## config.mk

```make
export PLATFORM = sky130hd
export DESIGN_NAME = mem_ctrl
export DESIGN_NICKNAME = d
export VERILOG_FILES = /design/src/rtl/mem_ctrl.sv
export SDC_FILE = /design/constraint.sdc
export NUM_CORES = 1
export LEC_CHECK = 0
export CORE_ASPECT_RATIO = 1.1
export CORE_MARGIN = 2
export CORE_UTILIZATION = 56
export CTS_CLUSTER_DIAMETER = 50
export CTS_CLUSTER_SIZE = 8
export DETAILED_ROUTE_END_ITERATION = 8
export PLACE_DENSITY = 0.87
export REMOVE_ABC_BUFFERS = 1
export SLEW_MARGIN = 10
export SYNTH_ARGS = -nofsm -noshare
export SYNTH_HDL_FRONTEND = slang
export SYNTH_SLANG_ARGS = --single-unit
```

## constraint.sdc

```tcl
create_clock -name clk_in -period 6.25 [get_ports clk_in]
set_clock_uncertainty 0.1 [all_clocks]
set_input_delay 1.25 -clock clk_in [delete_from_list [all_inputs] [get_ports clk_in]]
set_output_delay 1.25 -clock clk_in [all_outputs]
set_load 0.02 [all_outputs]
```

## src/rtl/mem_ctrl.sv

```systemverilog
// ----------------------------------------------------------------------------
// mem_ctrl
// Byte-serial memory controller shared by instruction fetch and the
// load/store buffer. It arbitrates between the two requesters (LSB has
// priority), sequences 1/2/4-byte accesses over the 8-bit RAM/IO bus, and
// returns assembled little-endian data with a one-cycle done pulse.
//
// Optional feature macro: MEM_IO_STALL_EN
//   defined   : a store to the IO region (lsb_addr[17:16] == IO_REGION) is not
//               accepted while io_buffer_full is high; ifetch may go first.
//   undefined : io_buffer_full is ignored.
//
// Ports:
//   clk_in, rst_n_in      clock, asynchronous active-low reset
//   rdy_in                global ready; low freezes every register
//   rob_clear             ROB flush; aborts in-flight reads
//   if_req/if_addr        ifetch word read request
//   if_done/if_data       one-cycle completion pulse and fetched word
//   lsb_req/lsb_wr/lsb_size/lsb_addr/lsb_wdata   LSB load/store request
//   lsb_done/lsb_rdata    one-cycle completion pulse and zero-extended load
//   mem_din/mem_dout/mem_a/mem_wr   8-bit RAM/IO bus
//   io_buffer_full        IO output buffer full
// ----------------------------------------------------------------------------
module mem_ctrl #(
    parameter int unsigned ADDR_W    = 32,
    parameter logic [1:0]  IO_REGION = 2'b11
) (
    input  logic              clk_in,
    input  logic              rst_n_in,
    input  logic              rdy_in,
    input  logic              rob_clear,
    input  logic              if_req,
    input  logic [ADDR_W-1:0] if_addr,
    output logic              if_done,
    output logic [31:0]       if_data,
    input  logic              lsb_req,
    input  logic              lsb_wr,
    input  logic [1:0]        lsb_size,
    input  logic [ADDR_W-1:0] lsb_addr,
    input  logic [31:0]       lsb_wdata,
    output logic              lsb_done,
    output logic [31:0]       lsb_rdata,
    input  logic [7:0]        mem_din,
    output logic [7:0]        mem_dout,
    output logic [ADDR_W-1:0] mem_a,
    output logic              mem_wr,
    input  logic              io_buffer_full
);

    localparam int unsigned DATA_W = 32;
    localparam int unsigned BYTE_W = 8;
    localparam int unsigned CNT_W  = 3;

    typedef enum logic [1:0] {
        IDLE  = 2'd0,
        IF_RD = 2'd1,
        LS_RD = 2'd2,
        LS_WR = 2'd3
    } state_e;

    state_e state_q, state_d;

    logic [CNT_W-1:0]  cnt_q, cnt_d;
    logic [CNT_W-1:0]  n_q, n_d;
    logic [ADDR_W-1:0] addr_q, addr_d;
    logic [DATA_W-1:0] wdata_q, wdata_d;
    logic [DATA_W-1:0] buf_q, buf_d;
    logic [ADDR_W-1:0] mem_a_q, mem_a_d;
    logic [BYTE_W-1:0] mem_dout_q, mem_dout_d;
    logic              mem_wr_q, mem_wr_d;
    logic              if_done_q, if_done_d;
    logic              lsb_done_q, lsb_done_d;
    logic [DATA_W-1:0] if_data_q, if_data_d;
    logic [DATA_W-1:0] lsb_rdata_q, lsb_rdata_d;

    logic              io_block_c;
    logic              accept_ok_c;
    logic              grant_lsb_c;
    logic              grant_if_c;
    logic              last_c;
    logic [CNT_W-1:0]  lsb_n_c;
    logic [DATA_W-1:0] buf_ins_c;
    logic [BYTE_W-1:0] wbyte_c;

    // IO-region store back-pressure
`ifdef MEM_IO_STALL_EN
    assign io_block_c = io_buffer_full && (lsb_addr[17:16] == IO_REGION);
`else
    logic unused_io_c;
    assign unused_io_c = io_buffer_full | (^IO_REGION);
    assign io_block_c  = 1'b0;
`endif

    // Acceptance needs one idle cycle after any completion pulse
    assign accept_ok_c = (state_q == IDLE) && !if_done_q && !lsb_done_q;

    // LSB wins; a flush blocks loads and fetches but never stores
    assign grant_lsb_c = accept_ok_c && lsb_req && (lsb_wr ? !io_block_c : !rob_clear);
    assign grant_if_c  = accept_ok_c && !grant_lsb_c && if_req && !rob_clear;

    assign last_c = (cnt_q == n_q);

    // Access length from LSB size code
    always_comb begin
        case (lsb_size)
            2'b00:   lsb_n_c = 3'd1;
            2'b01:   lsb_n_c = 3'd2;
            default: lsb_n_c = 3'd4;
        endcase
    end

    // Assembly buffer with the byte arriving this edge inserted (byte cnt-1)
    always_comb begin
        buf_ins_c = buf_q;
        case (cnt_q)
            3'd1:    buf_ins_c[7:0]   = mem_din;
            3'd2:    buf_ins_c[15:8]  = mem_din;
            3'd3:    buf_ins_c[23:16] = mem_din;
            3'd4:    buf_ins_c[31:24] = mem_din;
            default: buf_ins_c = buf_q;
        endcase
    end

    // Store byte to drive next (byte cnt)
    always_comb begin
        case (cnt_q[1:0])
            2'd1:    wbyte_c = wdata_q[15:8];
            2'd2:    wbyte_c = wdata_q[23:16];
            2'd3:    wbyte_c = wdata_q[31:24];
            default: wbyte_c = wdata_q[7:0];
        endcase
    end

    // State register
    always_ff @(posedge clk_in or negedge rst_n_in) begin
        if (!rst_n_in) begin
            state_q <= IDLE;
        end else if (rdy_in) begin
            state_q <= state_d;
        end
    end

    // Next-state logic
    always_comb begin
        state_d = state_q;
        case (state_q)
            IDLE: begin
                if (grant_lsb_c) begin
                    state_d = lsb_wr ? LS_WR : LS_RD;
                end else if (grant_if_c) begin
                    state_d = IF_RD;
                end
            end
            IF_RD, LS_RD: begin
                if (rob_clear || last_c) begin
                    state_d = IDLE;
                end
            end
            LS_WR: begin
                if (last_c) begin
                    state_d = IDLE;
                end
            end
            default: state_d = IDLE;
        endcase
    end

    // Output and datapath next values
    always_comb begin
        cnt_d       = cnt_q;
        n_d         = n_q;
        addr_d      = addr_q;
        wdata_d     = wdata_q;
        buf_d       = buf_q;
        mem_a_d     = mem_a_q;
        mem_dout_d  = mem_dout_q;
        mem_wr_d    = mem_wr_q;
        if_done_d   = 1'b0;
        lsb_done_d  = 1'b0;
        if_data_d   = if_data_q;
        lsb_rdata_d = lsb_rdata_q;

        case (state_q)
            IDLE: begin
                if (grant_lsb_c) begin
                    addr_d   = lsb_addr;
                    n_d      = lsb_n_c;
                    wdata_d  = lsb_wdata;
                    buf_d    = '0;
                    mem_a_d  = lsb_addr;
                    mem_wr_d = lsb_wr;
                    cnt_d    = 3'd1;
                    if (lsb_wr) begin
                        mem_dout_d = lsb_wdata[7:0];
                    end
                end else if (grant_if_c) begin
                    addr_d   = if_addr;
                    n_d      = 3'd4;
                    buf_d    = '0;
                    mem_a_d  = if_addr;
                    mem_wr_d = 1'b0;
                    cnt_d    = 3'd1;
                end
            end
            IF_RD, LS_RD: begin
                if (rob_clear) begin
                    // Abort: no pulse, result registers keep their old value
                    mem_wr_d = 1'b0;
                    cnt_d    = '0;
                end else if (last_c) begin
                    mem_wr_d = 1'b0;
                    cnt_d    = '0;
                    if (state_q == IF_RD) begin
                        if_data_d = buf_ins_c;
                        if_done_d = 1'b1;
                    end else begin
                        lsb_rdata_d = buf_ins_c;
                        lsb_done_d  = 1'b1;
                    end
                end else begin
                    buf_d   = buf_ins_c;
                    mem_a_d = addr_q + ADDR_W'(cnt_q);
                    cnt_d   = cnt_q + 3'd1;
                end
            end
            LS_WR: begin
                if (last_c) begin
                    mem_wr_d   = 1'b0;
                    cnt_d      = '0;
                    lsb_done_d = 1'b1;
                end else begin
                    mem_a_d    = addr_q + ADDR_W'(cnt_q);
                    mem_dout_d = wbyte_c;
                    cnt_d      = cnt_q + 3'd1;
                end
            end
            default: begin
                mem_wr_d = 1'b0;
                cnt_d    = '0;
            end
        endcase
    end

    // Datapath and output registers
    always_ff @(posedge clk_in or negedge rst_n_in) begin
        if (!rst_n_in) begin
            cnt_q       <= '0;
            n_q         <= '0;
            addr_q      <= '0;
            wdata_q     <= '0;
            buf_q       <= '0;
            mem_a_q     <= '0;
            mem_dout_q  <= '0;
            mem_wr_q    <= 1'b0;
            if_done_q   <= 1'b0;
            lsb_done_q  <= 1'b0;
            if_data_q   <= '0;
            lsb_rdata_q <= '0;
        end else if (rdy_in) begin
            cnt_q       <= cnt_d;
            n_q         <= n_d;
            addr_q      <= addr_d;
            wdata_q     <= wdata_d;
            buf_q       <= buf_d;
            mem_a_q     <= mem_a_d;
            mem_dout_q  <= mem_dout_d;
            mem_wr_q    <= mem_wr_d;
            if_done_q   <= if_done_d;
            lsb_done_q  <= lsb_done_d;
            if_data_q   <= if_data_d;
            lsb_rdata_q <= lsb_rdata_d;
        end
    end

    assign mem_a     = mem_a_q;
    assign mem_dout  = mem_dout_q;
    assign mem_wr    = mem_wr_q;
    assign if_done   = if_done_q;
    assign lsb_done  = lsb_done_q;
    assign if_data   = if_data_q;
    assign lsb_rdata = lsb_rdata_q;

endmodule
```

== Word level (Yosys, flattened, before mapping) ==
Index checks and enable logic that the tools add are counted.
W data, S select, Z words.

* Mux-type cells: 48
* Bitwise gates (word level): 2
* Add/subtract/negate cells: 2
* Equal/unequal tests: 20
* Reductions and logical operators: 27

{| class="wikitable"
|+ Operators by type and width
! cell !! number
|-
| $mux W32 || 8
|-
| $pmux W32 S3 || 1
|-
| $pmux W32 S2 || 1
|-
| $mux W8 || 7
|-
| $add A32 B3 Y32 || 1
|-
| $pmux W8 S3 || 1
|-
| $reduce_and A5 Y1 || 4
|-
| $mux W3 || 6
|-
| $pmux W8 S2 || 1
|-
| $mux W1 || 14
|-
| $ne A2 B2 Y1 const B || 7
|-
| $pmux W3 S3 || 1
|-
| $reduce_and A3 Y1 || 3
|-
| $eq A2 B2 Y1 const B || 4
|-
| $mux W2 || 4
|-
| $logic_and A1 B1 Y1 || 7
|-
| $eq A2 B1 Y1 const B || 3
|-
| $eq A3 B2 Y1 const B || 2
|-
| $pmux W2 S3 || 1
|-
| $pmux W3 S2 || 1
|-
| $reduce_bool A2 Y1 || 3
|-
| $logic_not A1 Y1 || 4
|-
| $logic_not A2 Y1 || 2
|-
| $reduce_and A4 Y1 || 1
|-
| 11 further kinds || 12
|}

* Input port bits: 114
* Output and inout port bits: 107
* Flip-flop bits (word level): 211
* Logic and storage cells: 112

== Longest topological paths before layout ==
* Depth after elaboration: 12
* Mapped depth: 9
* Depth with buffers taken out: 7

== Worst setup path before layout ==
OpenSTA, ideal clock, no wires.

* Path type: input-to-reg
* Start point: input port lsb_req
* End point: register buf_q[31]
* Data required time: 6.029 ns
* Cell stages on the path: 6
* Slack: 3.451 ns
* Data arrival time: 2.578 ns
* Cell sequence: and4bb_2 > a22oi_1 > a221o_1 > clkbuf_1 > clkbuf_1 > a22o_1

* Word-level cells in the longest chain between the ends: 8
* Elaborated cells between the ends (all ways): 10

{| class="wikitable"
|+ RTL lines
! what !! line !! source
|-
| start: declaration || 36 || <nowiki>input logic lsb_req,</nowiki>
|-
| $logic_and A1 B1 Y1 (*) (2 in a row) || 98 || <nowiki>assign grant_lsb_c = accept_ok_c && lsb_req && (lsb_wr ? !io_block_c : !rob_clear);</nowiki>
|-
| $logic_not A1 Y1 || 99 || <nowiki>assign grant_if_c = accept_ok_c && !grant_lsb_c && if_req && !rob_clear;</nowiki>
|-
| $logic_and A1 B1 Y1 (3 in a row) || 99 ||
|-
| $ne A3 B3 Y1 (no line) || -- ||
|-
| $reduce_and A5 Y1 (no line) || -- ||
|-
| end signal: assignment || 264 || <nowiki>buf_q <= buf_d;</nowiki>
|-
| end: declaration || 67 || <nowiki>logic [DATA_W-1:0] buf_q, buf_d;</nowiki>
|}

Every way passes the cells marked *; elsewhere a longest branch is shown, timed or not.
A chain may end at the register's enable or synchronous reset.

== Final worst setup path ==
* Start point: input port lsb_req
* End point: register mem_a_q[13], in the netlist mem_a[13]

* Word-level cells in the longest chain between the ends: 8
* Elaborated cells between the ends (all ways): 10

{| class="wikitable"
|+ RTL lines
! what !! line !! source
|-
| $logic_and A1 B1 Y1 (*) (2 in a row) || 98 ||
|-
| $logic_not A1 Y1 || 99 ||
|-
| $logic_and A1 B1 Y1 (3 in a row) || 99 ||
|-
| $ne A3 B3 Y1 (no line) || -- ||
|-
| $reduce_and A3 Y1 (no line) || -- ||
|-
| end signal: assignment || 265 || <nowiki>mem_a_q <= mem_a_d;</nowiki>
|-
| end: declaration || 68 || <nowiki>logic [ADDR_W-1:0] mem_a_q, mem_a_d;</nowiki>
|}

Marks and branches as above.

==> impl_metrics.prom <==
# TYPE chip_impl_metric gauge
chip_impl_metric{name="initial_utilization",unit=""} 0.570
chip_impl_metric{name="die-area",unit="um^2"} 19900
chip_impl_metric{name="first_global_vias",unit=""} 8905
chip_impl_metric{name="ys_seq_elements",unit=""} 211
chip_impl_metric{name="synthesis.yosys.warnings",unit=""} 0
chip_impl_metric{name="setup_viol",unit=""} 0
chip_impl_metric{name="synth_edf_count",unit=""} 0
chip_impl_metric{name="globalplace.congestion",unit=""} 0.798
chip_impl_metric{name="cts-htree-levels",unit=""} 1
chip_impl_info{name="min_path_type",value="flip-flop to flip-flop"} 1
chip_impl_metric{name="die-width",unit="um"} 135
chip_impl_metric{name="timing.max_slew.rel_slack",unit=""} 0.214
chip_impl_metric{name="grt_max_degree",unit=""} 115
chip_impl_metric{name="cts_resized",unit=""} 0
chip_impl_metric{name="dieHeight",unit="um"} 148
chip_impl_metric{name="drt_pre_antenna_iters",unit=""} 5
chip_impl_metric{name="postRouteAntennaNets",unit=""} 0
chip_impl_info{name="tritoncts",value="built"} 1
chip_impl_metric{name="detailedPlace.worstSlack",unit="ns"} 2.06
chip_impl_info{name="timing.setup.critical_path_class",value="input pin to flip-flop"} 1
chip_impl_metric{name="portBuffers",unit=""} 219
chip_impl_metric{name="crit_path_max_fanout",unit=""} 42
chip_impl_info{name="worst_path_max_delay_cell",value="sky130_fd_sc_hd__nand4b_2"} 1
chip_impl_metric{name="finalInstanceArea",unit="um^2"} 13600
chip_impl_metric{name="drv_slew",unit=""} 0
chip_impl_metric{name="placed_instance_area",unit="um^2"} 12800
chip_impl_info{name="endpoint_kind",value="flip-flop"} 1
chip_impl_info{name="synth_top_area_cell",value="sky130_fd_sc_hd__dfrtp_1"} 1
chip_impl_metric{name="achievable-frequency",unit="GHz"} 0.270
chip_impl_metric{name="synth-async-reset-ratio",unit=""} 1.00
chip_impl_metric{name="cap_violations",unit=""} 0
chip_impl_metric{name="post_synthesis_cell_count",unit=""} 1015
chip_impl_metric{name="routed_via_count",unit=""} 8593
chip_impl_metric{name="layoutNonFillerInstCount",unit=""} 1449
chip_impl_metric{name="finalCritPeriodShare",unit=""} 0.593
chip_impl_metric{name="final-hold-violation-count",unit=""} 0
chip_impl_metric{name="netlist-cell-type-count",unit=""} 55
chip_impl_metric{name="hold_buffers",unit=""} 0
chip_impl_info{name="clk_root_buffer_cell",value="sky130_fd_sc_hd__clkbuf_16"} 1
chip_impl_metric{name="drt-initial-drc-count",unit=""} 671
chip_impl_metric{name="worstMarginPinSlew",unit="ns"} 1.18
chip_impl_info{name="grt_setup_unrepaired",value="no"} 1
chip_impl_metric{name="syn2layout_area_growth",unit="%"} 29.7
chip_impl_info{name="timing.critical_path.max_delay_family",value="simple AND/OR/NAND/NOR gates"} 1
chip_impl_metric{name="std_cell_rows",unit=""} 52
chip_impl_metric{name="power.ir.vdd_worst",unit="mV"} 0.256
chip_impl_metric{name="worstSkewPairLatency",unit="ns"} 0.53
chip_impl_metric{name="first_pass_grt_wire_length",unit="um"} 44300
chip_impl_info{name="crit_path_cell_trace",value="clkdlybuf4s50_1 -> and4bb_2 -> a221o_1 -> nand4b_2 -> buf_4 -> or4_1 -> o311ai_0"} 1
chip_impl_metric{name="routed_wire_length_per_instance",unit="um"} 18.5
chip_impl_metric{name="clk_pin_slew_worst_paths",unit="ns"} 0.05
chip_impl_metric{name="largest_incremental_delay_on_the_critical_path",unit="ns"} 0.54
chip_impl_info{name="layout_commonest_cell",value="sky130_fd_sc_hd__clkdlybuf4s50_1"} 1
chip_impl_metric{name="worstPathRequired",unit="ns"} 6.54
chip_impl_metric{name="drt_wl_total",unit="um"} 26700
chip_impl_metric{name="critical_path_arrival",unit="ns"} 3.99
chip_impl_info{name="layout_common_cells",value="sky130_fd_sc_hd__clkdlybuf4s50_1, sky130_fd_sc_hd__dfrtp_1, sky130_fd_sc_hd__nand2_1"} 1
chip_impl_metric{name="filler_cell_count",unit=""} 1292
chip_impl_metric{name="detail_route.drc_violations",unit=""} 0
chip_impl_metric{name="cts.sink_count",unit=""} 211
chip_impl_info{name="critPathLaunchType",value="input pin"} 1
chip_impl_metric{name="syn-cell-area",unit="um^2"} 10500
chip_impl_metric{name="cts-root-to-sink-buffers",unit=""} 3
chip_impl_metric{name="powerDensity",unit="nW/um^2"} 530
chip_impl_metric{name="fin_hold_ws",unit="ns"} 0.373
chip_impl_metric{name="nets",unit=""} 1334
chip_impl_metric{name="timing.critical_path.buf_inv",unit=""} 2
chip_impl_metric{name="cts_buffers",unit=""} 30
chip_impl_metric{name="buffer_count_from_post_cts_setup_fixing",unit=""} 0
chip_impl_metric{name="number_of_antenna_diodes",unit=""} 0
chip_impl_metric{name="grt_overflow",unit=""} 0
chip_impl_info{name="outcome",value="complete, no violations"} 1
chip_impl_metric{name="fp.coreArea",unit="um^2"} 18400
chip_impl_metric{name="ioPinCount",unit=""} 221
chip_impl_metric{name="dpl.cell_count",unit=""} 1417
chip_impl_metric{name="power.static_leakage",unit="uW"} 0.00607
chip_impl_metric{name="final.min_clock_period",unit="ns"} 3.70
chip_impl_metric{name="antenna_found_initial",unit=""} 0
chip_impl_metric{name="drive_above_1_share",unit=""} 0.129
chip_impl_metric{name="finalWorstSetupSlack",unit="ns"} 2.55
chip_impl_info{name="synth-main-ff-cell",value="sky130_fd_sc_hd__dfrtp_1"} 1
chip_impl_info{name="synth_area_leaders",value="sky130_fd_sc_hd__dfrtp_1, sky130_fd_sc_hd__mux2_2, sky130_fd_sc_hd__nand2_1, sky130_fd_sc_hd__mux2i_1, sky130_fd_sc_hd__a21oi_1"} 1
chip_impl_metric{name="timing.setup.tns",unit="ns"} 0
chip_impl_metric{name="synthDominantCellAreaShare",unit=""} 0.503
chip_impl_metric{name="globalRouteTotalUtil",unit=""} 0.273
chip_impl_metric{name="post_synthesis_mean_instance_area",unit="um^2"} 10.3
chip_impl_metric{name="synth_sequential_area_ratio",unit=""} 0.503
chip_impl_metric{name="detailed_route_vias_per_instance",unit=""} 5.93
chip_impl_metric{name="dpl.hpwl",unit="um"} 17500
final timing paths:
check	slack [ns]	cells after the start	from	endpoint
max in group asynchronous	4.30	2	rst_n_in	mem_a[20]$_DFFE_PN0P_
min	0.37	2	wdata_q[14]$_DFFE_PN0P_	wdata_q[14]$_DFFE_PN0P_
max	2.55	7	lsb_req	mem_a[13]$_DFFE_PN0P_
min reg2reg	0.37	2	wdata_q[14]$_DFFE_PN0P_	wdata_q[14]$_DFFE_PN0P_
min in group asynchronous	0.73	1	rst_n_in	lsb_rdata[18]$_DFFE_PN0P_
max reg2reg	2.91	8	state_q[0]$_DFFE_PN0P_	mem_a[13]$_DFFE_PN0P_
cell families after synthesis:
kind of cell	Yosys count	synth area share
AND/OR/NAND/NOR	348	0.155
multiplexers	150	0.157
adder cells (fa/ha/maj)	14	0.0174
XOR/XNOR	17	0.0142
flip-flops	211	0.503
AO/OA/AOI/OAI	186	0.119
buffers and inverters	89	0.0333
worst min-delay path, delay by kind of cell (launching register included):
kind,cells,cell delay [ns]
flip-flops,1,0.34
AND/OR/NAND/NOR,2,0.10
per-layer routing:
| metal | share of wire | vias to the layer above | GRT usage |
|---|---|---|---|
| met4 | 0.033 | 0 | 0.0937 |
| met1 | 0.41 | 4213 | 0.350 |
| met3 | 0.059 | 64 | 0.0490 |
| met2 | 0.50 | 306 | 0.470 |
| met5 | 0 | - | 0 |
| li1 | - | 4010 | - |
per-stage QoR:
stage               utilization  power, uW
finish                    0.739       7220
global route              0.739       7700
CTS                       0.739       7250
detailed placement        0.697       5790
global placement          0.697       5630
floorplan                     -       4500
synth_stat cells (all sizes together), types with 2 or more instances:
cell	number
a21o	8
a211o	3
o32ai	2
nor3	9
a22o	16
nand4	10
a211oi	3
o211ai	9
and2	7
nand2	180
or3	3
mux2	120
a31oi	12
dfrtp	211
xnor2	10
a222oi	8
nor4	6
ha	13
nand2b	5
o31ai	7
xor2	7
a221o	2
and4	11
nand3	46
and3	3
nand3b	8
o21ai	36
a21oi	52
nor2b	4
o311ai	24
nor2	47
mux2i	30
or4	3
buf	14
inv	21
clkbuf	54
final cells by class:
type	count	area, um^2	area share
repair buffers	227	2270	0.167
inverters	21	78.8	0.00579
well taps	243	304	0.0223
multi-input cells	715	4900	0.360
flip-flops and latches	211	5280	0.388
clock inverters	1	7.51	0.000551
clock buffers	31	776	0.0570
where the power goes:
group | internal [uW] | switching [uW]
clock | 858 | 550
sequential | 1970 | 443
combinational | 1510 | 1890
sequential cells by signal, indices dropped and copies added, names as in the netlist:
name and flops:
wdata_q 32, if_data 32, addr_q 32, state_q 2, mem_a 32, cnt_q 3, mem_wr 1, lsb_done 1
buf_q 32, n_q 3, mem_dout 8, lsb_rdata 32, if_done 1
Note: power is estimated with default switching activity, not from simulation.
